$ cat config.mk
export PLATFORM = sky130hd
export DESIGN_NAME = segre_mem_arbiter
export DESIGN_NICKNAME = d
export VERILOG_FILES = /design/src/rtl/segre_mem_arbiter.sv
export SDC_FILE = /design/constraint.sdc
export NUM_CORES = 1
export LEC_CHECK = 0
export CORE_AREA = 10 10 235 237
export CTS_BUF_LIST = sky130_fd_sc_hd__clkbuf_8
export CTS_CLUSTER_DIAMETER = 50
export DETAILED_ROUTE_END_ITERATION = 7
export DIE_AREA = 0 0 245 247
export GPL_TIMING_DRIVEN = 1
export REMOVE_ABC_BUFFERS = 1
export SLEW_MARGIN = 20
export SYNTH_ARGS = -nofsm -noshare
export SYNTH_HDL_FRONTEND = slang
export SYNTH_SLANG_ARGS = --single-unit
export TNS_END_PERCENT = 20
$ cat constraint.sdc
create_clock -name clk_i -period 3.5 [get_ports clk_i]
set_input_delay 0.7 -clock clk_i [delete_from_list [all_inputs] [get_ports clk_i]]
set_output_delay 0.7 -clock clk_i [all_outputs]
set_load 0.03 [all_outputs]
$ cat src/rtl/segre_mem_arbiter.sv
// segre_mem_arbiter: shares one main-memory port between the instruction cache
// and the data cache. One transaction is in flight at a time. Ties are broken
// in favour of whichever requester was not granted last. A sticky flag records
// any transaction that waits too long for memory.
module segre_mem_arbiter #(
  parameter int ADDR_SIZE = 32,
  parameter int LINE_SIZE = 128,
  parameter int TIMEOUT   = 64
) (
  input  logic                 clk_i,
  input  logic                 rsn_i,
  input  logic                 ic_req_i,
  input  logic [ADDR_SIZE-1:0] ic_addr_i,
  input  logic                 dc_req_i,
  input  logic                 dc_we_i,
  input  logic [ADDR_SIZE-1:0] dc_addr_i,
  input  logic [LINE_SIZE-1:0] dc_data_i,
  output logic                 mem_rd_o,
  output logic                 mem_wr_o,
  output logic [ADDR_SIZE-1:0] mem_addr_o,
  output logic [LINE_SIZE-1:0] mem_data_o,
  input  logic                 mem_ready_i,
  input  logic [LINE_SIZE-1:0] mem_data_i,
  output logic                 ic_ready_o,
  output logic                 dc_ready_o,
  output logic [LINE_SIZE-1:0] rd_data_o,
  output logic                 sel_mem_req_o,
  output logic                 timeout_o
);

  localparam int CNT_W = $clog2(TIMEOUT + 1);
  localparam logic [CNT_W-1:0] CNT_MAX = CNT_W'(TIMEOUT);

  typedef enum logic [1:0] {
    IDLE    = 2'd0,
    IC_BUSY = 2'd1,
    DC_BUSY = 2'd2
  } state_e;

  state_e               state_q, state_d;
  // 1 = DC was granted last, 0 = IC was granted last
  logic                 lastGrant_q, lastGrant_d;
  logic [ADDR_SIZE-1:0] addr_q, addr_d;
  logic [LINE_SIZE-1:0] data_q, data_d;
  logic                 we_q, we_d;
  logic [CNT_W-1:0]     waitCnt_q, waitCnt_d;
  logic                 timeout_q, timeout_d;

  logic grantIc;
  logic grantDc;

  // IC wins when it is alone or when DC was served last; otherwise DC wins if asking.
  assign grantIc = ic_req_i && (!dc_req_i || lastGrant_q);
  assign grantDc = dc_req_i && !grantIc;

  // State and datapath registers with synchronous active-low reset.
  always_ff @(posedge clk_i) begin
    if (!rsn_i) begin
      state_q     <= IDLE;
      lastGrant_q <= 1'b1;
      addr_q      <= '0;
      data_q      <= '0;
      we_q        <= 1'b0;
      waitCnt_q   <= '0;
      timeout_q   <= 1'b0;
    end else begin
      state_q     <= state_d;
      lastGrant_q <= lastGrant_d;
      addr_q      <= addr_d;
      data_q      <= data_d;
      we_q        <= we_d;
      waitCnt_q   <= waitCnt_d;
      timeout_q   <= timeout_d;
    end
  end

  // Next-state logic: grant from IDLE, latch the winner's command, count waiting cycles.
  always_comb begin
    state_d     = state_q;
    lastGrant_d = lastGrant_q;
    addr_d      = addr_q;
    data_d      = data_q;
    we_d        = we_q;
    waitCnt_d   = waitCnt_q;

    case (state_q)
      IDLE: begin
        if (grantIc) begin
          state_d     = IC_BUSY;
          lastGrant_d = 1'b0;
          addr_d      = ic_addr_i;
          data_d      = '0;
          we_d        = 1'b0;
          waitCnt_d   = '0;
        end else if (grantDc) begin
          state_d     = DC_BUSY;
          lastGrant_d = 1'b1;
          addr_d      = dc_addr_i;
          data_d      = dc_data_i;
          we_d        = dc_we_i;
          waitCnt_d   = '0;
        end
      end
      IC_BUSY, DC_BUSY: begin
        if (mem_ready_i) begin
          state_d = IDLE;
        end else if (waitCnt_q != CNT_MAX) begin
          waitCnt_d = waitCnt_q + CNT_W'(1);
        end
      end
      default: begin
        state_d = IDLE;
      end
    endcase

    timeout_d = timeout_q || ((state_q != IDLE) && (waitCnt_d == CNT_MAX));
  end

  // Output decode: commands come from latched registers; ready pulses only while BUSY and out of reset.
  always_comb begin
    mem_rd_o      = 1'b0;
    mem_wr_o      = 1'b0;
    mem_addr_o    = addr_q;
    mem_data_o    = data_q;
    ic_ready_o    = 1'b0;
    dc_ready_o    = 1'b0;
    rd_data_o     = '0;
    sel_mem_req_o = 1'b0;
    timeout_o     = timeout_q;

    case (state_q)
      IC_BUSY: begin
        mem_rd_o = 1'b1;
        if (mem_ready_i && rsn_i) begin
          ic_ready_o = 1'b1;
          rd_data_o  = mem_data_i;
        end
      end
      DC_BUSY: begin
        sel_mem_req_o = 1'b1;
        mem_wr_o      = we_q;
        mem_rd_o      = !we_q;
        if (mem_ready_i && rsn_i) begin
          dc_ready_o = 1'b1;
          rd_data_o  = mem_data_i;
        end
      end
      default: begin
        mem_rd_o = 1'b0;
      end
    endcase
  end

endmodule

==> summary.md <==
| Metric | Value |
|---|---|
| RSZ-0062 raised after global routing | false |
| Ys Warns | 0 |
| Final instance area | 15340 um2 |
| Cell Area, Synth | 7417 um2 |
| Sequential area share after synthesis | 0.4642 |
| Wl on met1 | 15940 um |
| Mean Syn Cell Area | 9.067 um2 |
| Post-synth EDFFs | 0 |
| Worst Path Arrival | 2500 ps |
| Setup TNS | 0 ps |
| Initial DRT Pass Iterations | 5 |
| Mapped Cells | 818 |
| NetSw | 2.174 mW |
| Actual slew at the worst max-slew pin | 853.8 ps |
| Root Buffer | clkbuf_8 |
| Worst-path clk slew | 100 ps |
| Pre-CTS setup slack | 415.0 ps |
| Leakage | 6.158 nW |
| Vias/cell | 4.029 |
| Reg power frac | 0.367 |
| Main synth FF type | dfxtp_1 |
| Largest cells by area after synthesis | dfxtp_1 (46%), a22oi_1 (13%), and2_1 (11%) |
| Status | completed |
| CTS tree | yes |
| Drt wl/cell | 22.02 um |
| Hpwl dp | 38300 um |
| Post-CTS Resized | 0 |
| First-pass GRT wire length | 64070 um |
| Setup violations, final | 0 |
| CTS Buf Count | 17 |
| Drt initial violations | 333 |
| H-tree levels | 4 |
| Final wirelength | 46230 um |
| ANT nets after route | 0 |
| Yosys reg bits | 172 |
| # fillers | 5302 |
| I/O pin count | 620 |
| Minimum clock period | 3198 ps |
| DRC viols | 0 |
| Max-cap violations | 0 |
| Initial antenna violation count | 10 |
| Synth top area share | 0.4642 |
| Max IR drop VDD | 261.7 uV |
| Met2 routed WL | 25050 um |
| Gr ovfl total | 0 |
| Most numerous cell in the Yosys netlist | dfxtp_1 |
| Sw frac | 0.3566 |
| Setup Fix Bufs, Post-CTS | 0 |
| Fmax | 312.7 MHz |
| Share of cells above drive strength 1 | 0.1362 |
| Tot GR Track Use | 0.1457 |
| Synth async-reset ratio | 0 |
| Crit share post-route | 0.9138 |
| Combinational group share of total power | 0.373 |
| Worst Setup End Kind | primary output |
| Die height | 247 um |
| Commonest cells post-synth | dfxtp_1 (172), nor2_1 (134), and2_1 (132) |
| Synth unique cells | 42 |
| Nets | 1736 |
| Max Used Layer | met5 |
| PortBufs | 619 |
| Chip Width | 245 um |
| Core Area | 50680 um2 |
| CP Max Fanout | 6 |
| Slew headroom | 0.4286 |
| PnR worst setup slack | 301.5 ps |
| Worst Path Class, Setup | flip-flop to primary output |
| Pwr dens | 397.6 nW/um2 |
| Seq. cell area | 3443 um2 |
| Max Transition Viols Final | 0 |
| P_int | 3.923 mW |
| Post-route core utilization | 0.3026 |
| Met3 routed WL | 4015 um |
| Cell Rows | 83 |
| Layout area overhead | 106.8% |
| Starting Density | 0.1464 |
| Clock skew | 15.41 ps |
| Post-DP Area | 14890 um2 |
| Gpl congestion | 0.8874 |
| Fin. Hold Viols | 0 |
| Startpoint types | flip-flop |
| Hold Buf Count CTS | 0 |
| Sink Count | 172 |
| Clock power share | 0.260 |
| Via count | 8460 |
| Worst skew pair latency | 540 ps |
| CTS Buffer Depth | 2 |
| Critical Path RT | 2800 ps |
| Multi-input logic area | 3623 um2 |
| Post-synth top area cell | dfxtp_1 |
| Vias in the first global route | 8765 |
| Die area | 60520 um2 |
| HP Class | flip-flop to flip-flop |
| Pin count of the biggest net entering global routing | 76 |
per-layer routing:
| layer | up-vias | global-route usage |
|---|---|---|
| li1 | 4005 | - |
| met1 | 4016 | 0.1387 |
| met4 | 14 | 0.05169 |
| met2 | 373 | 0.2762 |
| met3 | 52 | 0.05967 |
| met5 | - | 0 |
cell type report:
class	instances	area share
inverters	9	0.002366
multi-input cells	565	0.2363
diodes	3	0.0004895
flip-flops and latches	172	0.2245
well taps	680	0.05548
clock inverters	15	0.01346
clock buffers	17	0.01526
repair buffers	639	0.4521
worst max-delay path, stage by stage (launching register included):
cell             delay [ps]
dfxtp_1                 400
inv_1                    80
ha_1                    410
inv_1                   170
nor2_1                  180
clkdlybuf4s50_1         730
flip-flops by register name, indices dropped and copies added, names as in the netlist:
register / flops
mem_data_o: 128
mem_addr_o: 32
waitCnt_q: 7
state_q: 2
lastGrant_q: 1
timeout_o: 1
we_q: 1
layout by cell type, fill, tap and decap left out, drive strengths merged, types with 2 or more instances in the layout:
cell type,n
o21a,4
inv,15
and3,4
a22oi,129
nand2b,4
clkdlybuf4s50,490
nand2,34
a211oi,12
o211a,22
and2,132
nor3,3
bufinv,3
a21boi,2
nor2b,16
nor2,134
diode,3
clkbuf,17
mux2i,33
nand4b,2
a21oi,8
buf,149
o21ai,6
ha,6
dfxtp,172
clkinv,5
nand3,3
power by group through the flow:
stage	sequential (mW)	combinational (mW)	clock, mW
6_report	2.24	2.27	1.59
5_1_grt	2.26	2.42	1.74
4_1_cts	2.24	2.31	1.68
3_5_place_dp	2.28	2.30	0
3_3_place_gp	2.27	2.29	0
2_1_floorplan	2.62	0.698	0
through the flow:
step / hold WS (ps) / cells / power (mW)
finish: 492.3 / 2100 / 6.097
global route: 484.3 / 2098 / 6.420
CTS: 431.7 / 2097 / 6.229
detailed placement: 463.8 / 2065 / 4.580
global placement: 457.5 / 2065 / 4.564
floorplan: 437.1 / 746 / 3.313
cell families (layout without fill, tap and decap cells):
group	count (synthesis)	in the layout	share of synthesized area
xor+xnor	2	2	0.002362
mux	33	33	0.04453
simple gates	335	335	0.2298
fa+ha+maj	6	6	0.01012
other cells	0	3	0
buf+inv	81	680	0.05145
flops	172	172	0.4642
compound gates	189	189	0.1975
path summary, 6_finish.rpt:
check / slack (ps) / start / end / cells past startpoint
setup / recovery: 300 / state_q[1]$_SDFFE_PN0P_ / mem_rd_o / 5
hold / removal: 490 / timeout_o$_SDFF_PN0_ / timeout_o$_SDFF_PN0_ / 2
setup reg to reg: 1390 / state_q[1]$_SDFFE_PN0P_ / timeout_o$_SDFF_PN0_ / 7
hold reg to reg: 490 / timeout_o$_SDFF_PN0_ / timeout_o$_SDFF_PN0_ / 2
(Power assumes the default switching activity.)
